[src/rtl/bus_cycle_sync_pkg.sv]
// Shared types and constants for the 6809 bus-cycle synchroniser.
// Latency: n/a (declarations only).
// Backpressure: n/a.
package bus_cycle_sync_pkg;

    typedef enum logic [1:0] {
        IDLE  = 2'd0,
        HIGH  = 2'd1,
        ISSUE = 2'd2
    } state_e;

    localparam int CNT_W       = 8;
    localparam int NUM_TGT_DEF = 4;

    // Chip-select / strobe bit positions.
    localparam int TGT_UART_DATA   = 0;
    localparam int TGT_UART_STATUS = 1;
    localparam int TGT_UART_CTRL   = 2;
    localparam int TGT_IOEXP       = 3;

endpackage

[src/rtl/bus_cycle_sync_delay.sv]
// Parameterised WIDTH x STAGES flop chain with async active-low clear.
// Latency: STAGES clocks from d_i to q_o.
// Backpressure: none, free-running every clock.
module sync_delay_line #(
    parameter int WIDTH  = 1,
    parameter int STAGES = 2
) (
    input  logic             clk_i,
    input  logic             rst_n_i,
    input  logic [WIDTH-1:0] d_i,
    output logic [WIDTH-1:0] q_o
);

    logic [WIDTH-1:0] stage_q [STAGES];

    // Shift the sample one stage further down the chain each clock.
    always_ff @(posedge clk_i or negedge rst_n_i) begin
        if (!rst_n_i) begin
            for (int i = 0; i < STAGES; i++) begin
                stage_q[i] <= '0;
            end
        end else begin
            stage_q[0] <= d_i;
            for (int i = 1; i < STAGES; i++) begin
                stage_q[i] <= stage_q[i-1];
            end
        end
    end

    assign q_o = stage_q[STAGES-1];

endmodule

[src/rtl/bus_cycle_sync.sv]
// Synchronises 6809 E/RW/CS/address/data and emits one strobe per qualified bus cycle.
// Latency: strobe SYNC_STAGES+2 clocks after raw E falls.
// Backpressure: none; peripherals must accept a strobe in the clock it is presented.
module bus_cycle_sync
    import bus_cycle_sync_pkg::*;
#(
    parameter int SYNC_STAGES = 2,
    parameter int MIN_E_HIGH  = 8,
    parameter int NUM_TGT     = NUM_TGT_DEF
) (
    input  logic               clk,
    input  logic               reset,
    input  logic               i_E,
    input  logic               i_RW,
    input  logic [15:0]        i_ADDRESS_BUS,
    input  logic [7:0]         i_DATA,
    input  logic [NUM_TGT-1:0] i_cs,
    output logic [NUM_TGT-1:0] o_rd_strobe,
    output logic [NUM_TGT-1:0] o_wr_strobe,
    output logic [15:0]        o_addr,
    output logic [7:0]         o_wdata,
    output logic               o_cycle_active,
    output logic               o_bus_err
);

    localparam int CTRL_W = NUM_TGT + 2;
    localparam int BUS_W  = 16 + 8;

    // Synchronised control and equally delayed address/data.
    logic [CTRL_W-1:0]  ctrl_sync;
    logic [BUS_W-1:0]   bus_dly;
    logic               e_sync;
    logic               rw_sync;
    logic [NUM_TGT-1:0] cs_sync;
    logic [15:0]        addr_dly;
    logic [7:0]         data_dly;

    sync_delay_line #(
        .WIDTH  (CTRL_W),
        .STAGES (SYNC_STAGES)
    ) u_ctrl_sync (
        .clk_i   (clk),
        .rst_n_i (reset),
        .d_i     ({i_E, i_RW, i_cs}),
        .q_o     (ctrl_sync)
    );

    sync_delay_line #(
        .WIDTH  (BUS_W),
        .STAGES (SYNC_STAGES)
    ) u_bus_dly (
        .clk_i   (clk),
        .rst_n_i (reset),
        .d_i     ({i_ADDRESS_BUS, i_DATA}),
        .q_o     (bus_dly)
    );

    assign e_sync   = ctrl_sync[CTRL_W-1];
    assign rw_sync  = ctrl_sync[CTRL_W-2];
    assign cs_sync  = ctrl_sync[NUM_TGT-1:0];
    assign addr_dly = bus_dly[BUS_W-1:8];
    assign data_dly = bus_dly[7:0];

    // The synchroniser holds reset zeros for SYNC_STAGES clocks; prime_q marks
    // when e_sync carries a real sample. arm_q only sets once a real low E is
    // seen, so an E already high at reset release never looks like a rise.
    logic [SYNC_STAGES-1:0] prime_q;
    logic                   arm_q;
    logic                   e_d_q;
    logic                   primed;
    logic                   rise;
    logic                   fall;

    assign primed = prime_q[SYNC_STAGES-1];
    assign rise   = e_sync & ~e_d_q & arm_q;
    assign fall   = ~e_sync & e_d_q;

    // Edge-detect history and post-reset arming.
    always_ff @(posedge clk or negedge reset) begin
        if (!reset) begin
            prime_q <= '0;
            arm_q   <= 1'b0;
            e_d_q   <= 1'b0;
        end else begin
            prime_q <= {prime_q[SYNC_STAGES-2:0], 1'b1};
            arm_q   <= arm_q | (primed & ~e_sync);
            e_d_q   <= e_sync;
        end
    end

    state_e             state_q, state_d;
    logic [CNT_W-1:0]   cnt_q, cnt_d;
    logic [15:0]        addr_h_q, addr_h_d;
    logic [7:0]         data_h_q, data_h_d;
    logic               rw_h_q, rw_h_d;
    logic [NUM_TGT-1:0] cs_h_q, cs_h_d;
    logic [NUM_TGT-1:0] rd_q, rd_d;
    logic [NUM_TGT-1:0] wr_q, wr_d;
    logic               err_q, err_d;
    logic [15:0]        addr_q, addr_d;
    logic [7:0]         wdata_q, wdata_d;
    logic               cs_onehot;

    assign cs_onehot = (cs_h_q != '0) && ((cs_h_q & (cs_h_q - NUM_TGT'(1))) == '0);

    // Next-state, hold-register and strobe decode.
    always_comb begin
        state_d  = state_q;
        cnt_d    = cnt_q;
        addr_h_d = addr_h_q;
        data_h_d = data_h_q;
        rw_h_d   = rw_h_q;
        cs_h_d   = cs_h_q;
        rd_d     = '0;
        wr_d     = '0;
        err_d    = 1'b0;
        addr_d   = addr_q;
        wdata_d  = wdata_q;

        case (state_q)
            IDLE: begin
                if (rise) begin
                    state_d  = HIGH;
                    cnt_d    = CNT_W'(1);
                    addr_h_d = addr_dly;
                    data_h_d = data_dly;
                    rw_h_d   = rw_sync;
                    cs_h_d   = cs_sync;
                end
            end
            HIGH: begin
                if (e_sync) begin
                    if (cnt_q != '1) begin
                        cnt_d = cnt_q + CNT_W'(1);
                    end
                    addr_h_d = addr_dly;
                    data_h_d = data_dly;
                    rw_h_d   = rw_sync;
                    cs_h_d   = cs_sync;
                end else if (fall) begin
                    if (cnt_q >= CNT_W'(MIN_E_HIGH)) begin
                        state_d = ISSUE;
                    end else begin
                        state_d = IDLE;
                        err_d   = 1'b1;
                    end
                end
            end
            ISSUE: begin
                state_d = IDLE;
                if (cs_onehot) begin
                    addr_d = addr_h_q;
                    if (rw_h_q) begin
                        rd_d = cs_h_q;
                    end else begin
                        wr_d    = cs_h_q;
                        wdata_d = data_h_q;
                    end
                end else if (cs_h_q != '0) begin
                    err_d = 1'b1;
                end
            end
            default: begin
                state_d = IDLE;
            end
        endcase
    end

    // State, counter, hold and registered-output update.
    always_ff @(posedge clk or negedge reset) begin
        if (!reset) begin
            state_q  <= IDLE;
            cnt_q    <= '0;
            addr_h_q <= '0;
            data_h_q <= '0;
            rw_h_q   <= 1'b0;
            cs_h_q   <= '0;
            rd_q     <= '0;
            wr_q     <= '0;
            err_q    <= 1'b0;
            addr_q   <= '0;
            wdata_q  <= '0;
        end else begin
            state_q  <= state_d;
            cnt_q    <= cnt_d;
            addr_h_q <= addr_h_d;
            data_h_q <= data_h_d;
            rw_h_q   <= rw_h_d;
            cs_h_q   <= cs_h_d;
            rd_q     <= rd_d;
            wr_q     <= wr_d;
            err_q    <= err_d;
            addr_q   <= addr_d;
            wdata_q  <= wdata_d;
        end
    end

    assign o_rd_strobe    = rd_q;
    assign o_wr_strobe    = wr_q;
    assign o_addr         = addr_q;
    assign o_wdata        = wdata_q;
    assign o_bus_err      = err_q;
    assign o_cycle_active = (state_q == HIGH);

endmodule

[config.mk]
export PLATFORM = sky130hd
export DESIGN_NAME = bus_cycle_sync
export DESIGN_NICKNAME = d
export VERILOG_FILES = /design/src/rtl/bus_cycle_sync_pkg.sv /design/src/rtl/bus_cycle_sync_delay.sv /design/src/rtl/bus_cycle_sync.sv
export SDC_FILE = /design/constraint.sdc
export NUM_CORES = 1
export LEC_CHECK = 0
export BUFFER_PORTS_ARGS = -buffer_cell sky130_fd_sc_hd__buf_2
export CORE_UTILIZATION = 51
export DETAILED_ROUTE_END_ITERATION = 12
export HOLD_SLACK_MARGIN = 0.15
export PLACE_DENSITY = 0.82
export SLEW_MARGIN = 20
export SYNTH_ARGS = -nofsm -noshare
export SYNTH_HDL_FRONTEND = slang
export SYNTH_SLANG_ARGS = --single-unit
[constraint.sdc]
create_clock -name clk -period 1.9 [get_ports clk]
set_clock_uncertainty 0.1 [all_clocks]
set_input_delay 0.57 -clock clk [delete_from_list [all_inputs] [get_ports clk]]
set_output_delay 0.57 -clock clk [all_outputs]
set_load 0.02 [all_outputs]
==> metrics.txt <==
status=finished with violations; failing checks=DRC, setup timing; Post-Syn Instances=349; Core Util, Final=75.2%; max_cap viols=0; clk_lat worst skew=0.52 ns; Sum Neg Setup Slack=-0.393 ns; cell area after synthesis=4740 um2; WP data required=1.23 ns; Critical Path Sink Type=output pin; largest net degree at the start of global routing=61; Die X=98.4 um; Final setup viols=12; EDFF count, synth=0; DRT Wirelength=10.4 mm; worst vdd rail ir drop=0.694 mV; Worst Path Arrival=1.41 ns; die area=9690 um2; # rows=34; synth warn=0; I/O pin count=66; Die H=98.4 um; HPWL after DPL=5.50 mm; Period Utilization, post-route=109%; core box area=8850 um2; Final Slew Violations=0; FILL cells=524; first-pass GRT wire length=15.6 mm; share of layout cells above drive strength 1=37.3%; initial detailed-routing violation count=250; Netlist cell types=44; TritonCTS Sinks=136; CTS root buf=clkbuf_8; vias per cell=5.28; RSZ-0062 raised after global routing=true; synthesized flop and latch total=136; kind of critical path=reg -> out; Initial Util=53.6%; # diodes=0; initial antenna violation count=0; Hold WC Path Type=reg -> reg; area delta synth->final=40.3%; CTS tree=done; leakage power=3.35 nW; Startpoint Class=flop; Syn Nets=386; vias in the first global route=3,227; Post-synth ARST share=100%; Primary FF master, synth=dfrtp_1; Layout Nets=522; CTS Buffer Depth=2; Fmax=481 MHz; Tmin final=2.08 ns; setup ws final=-0.178 ns; Reg clk slew, reported paths=0.06 ns; CP most frequent cell=buf_6; Hold Violations, Final=0; sequential area share after synthesis=71.7%; residual DRC count=1; Final ANT Viol Nets=0; crit-path max FO=2; GRT Total Usage=21.5%; Max stage delay on crit path=0.39 ns; Avg Synthesized Cell Area=13.6 um2; routed vias=3,199; critical-path cell with the highest stage delay=dfrtp_1; DR pass1 iterations=10; power density cells=1320 nW/um2; CTS HTree Levels=4; wire per inst=17.2 um; grt ovf=0; input/output buffers=65; CTS Buf Count=17; critical path, cell by cell=buf_6 > ha_4 > buf_6 > buf_6; routability cong.=0.853
==> placed cells by master (no fill, tap or decap), types with 2 or more instances in the layout <==
master / count
dfrtp_1: 134
nand2_1: 87
buf_2: 63
dlygate4sd3_1: 31
clkbuf_16: 19
buf_4: 17
mux2_4: 15
mux2_2: 10
buf_6: 9
buf_12: 9
nor2_1: 8
and2_1: 7
and3_1: 5
inv_6: 5
inv_1: 4
o31ai_1: 4
nand2b_1: 4
o31ai_4: 4
nand2_2: 3
a21oi_1: 3
ha_4: 3
inv_8: 3
inv_2: 2
nor4b_2: 2
and4_4: 2
nand3_1: 2
a31oi_1: 2
o21ai_0: 2
ha_1: 2
bufinv_16: 2
clkinvlp_4: 2
dfrtp_2: 2
==> area by class of cell <==
type	count	area [um2]	share of cell area, %
inverter	7	26.3	0.395
multi-input combinational	191	1380	20.7
timing repair buffer	132	1110	16.7
sequential	136	3410	51.2
tap	108	135	2.03
clock buffer	17	414	6.22
clock inverter	15	183	2.75
==> cell families after synthesis <==
kind of cell,Yosys count,synth area share (%)
XOR/XNOR,1,0.185
multiplexers,25,6.49
buffers and inverters,22,3.01
other,1,0.0791
adder cells (fa/ha/maj),6,1.53
AND/OR/NAND/NOR,132,13.0
AO/OA/AOI/OAI,26,3.93
flip-flops,136,71.7
==> registers in the layout, indices dropped and copies added, names as in the netlist, 2 cells and up <==
register	cells
data_h_q	8
u_ctrl_sync.q_o	6
addr_h_q	16
o_wr_strobe	4
u_bus_dly.stage_q	24
prime_q	2
o_addr	16
state_q	2
o_wdata	8
cs_h_q	4
u_bus_dly.q_o	24
u_ctrl_sync.stage_q	6
cnt_q	8
o_rd_strobe	4
==> cells in the mapped netlist (2+ instances only) <==
| cell | number | area, um2 |
|---|---|---|
| a31oi_1 | 3 | 18.8 |
| o21ai_0 | 3 | 15.0 |
| inv_1 | 6 | 22.5 |
| nor2_1 | 8 | 30.0 |
| nor4b_2 | 2 | 30.0 |
| and2_1 | 7 | 43.8 |
| and3_1 | 5 | 31.3 |
| dfrtp_1 | 136 | 3400 |
| o31ai_1 | 9 | 67.6 |
| mux2_4 | 7 | 105 |
| mux2_2 | 12 | 135 |
| and4_4 | 2 | 22.5 |
| mux2_1 | 6 | 67.6 |
| buf_6 | 4 | 45.0 |
| nor2b_1 | 2 | 12.5 |
| a21oi_1 | 3 | 15.0 |
| buf_2 | 5 | 25.0 |
| ha_1 | 5 | 62.6 |
| nand2_1 | 91 | 342 |
| nand2b_1 | 4 | 25.0 |
| buf_4 | 2 | 15.0 |
| nor4_1 | 2 | 12.5 |
| nand3_1 | 2 | 10.0 |
| clkbuf_1 | 3 | 11.3 |
==> final timing paths <==
kind / startpoint / to / slack (ns) / depth (start not counted)
worst max-delay path: state_q[0] / o_cycle_active / -0.18 / 4
worst min-delay path: u_bus_dly.stage_q[45] / u_bus_dly.q_o[21] / 0.25 / 0
worst max register to register: state_q[0] / cnt_q[0] / -0.04 / 7
worst min register to register: u_bus_dly.stage_q[45] / u_bus_dly.q_o[21] / 0.25 / 0
max in group asynchronous: reset / cs_h_q[2] / 0.89 / 3
min in group asynchronous: reset / addr_h_q[8] / 0.31 / 2
==> power breakdown <==
| group | leakage (nW) | internal (W) | switching [W] |
|---|---|---|---|
| clock network | 0.289 | 0.00192 | 0.00137 |
| logic | 1.36 | 0.000876 | 0.000962 |
| registers | 1.70 | 0.00331 | 0.000318 |
==> stage by stage <==
step	total power, W	cells	worst slack, ns	hold slack (ns)	cell area [um2]
after floorplan	0.00442	349	-0.0809	0.174	4760
after global placement	0.00484	532	0.0922	0.233	5380
after detailed placement	0.00495	532	0.0379	0.235	5380
after CTS	0.00837	597	-0.194	0.248	6320
after global routing	0.00915	606	-0.220	0.251	6650
final	0.00876	606	-0.178	0.248	6650
==> metal layers <==
layer	track usage (%)	share of wire [%]
met4	12.7	3.1
met2	35.1	52
met1	26.2	41
met5	0	0
met3	5.18	4.4
==> repair_timing <==
item / in CTS / in global routing
hold buffers: 31 / 0
buffers inserted: 2 / 6
setup endpoints to repair: 1 / 36
hold endpoints to repair: 166 / 0
pin swaps: 1 / 16
gates resized for setup: 5 / 49
gates cloned: 0 / 3
==> worst max-delay path, delay by kind of cell (launching register included) <==
| family | cells | cell delay [ns] |
|---|---|---|
| buf+inv | 3 | 0.35 |
| flops | 1 | 0.39 |
| fa+ha+maj | 1 | 0.15 |
(Power assumes the default switching activity.)
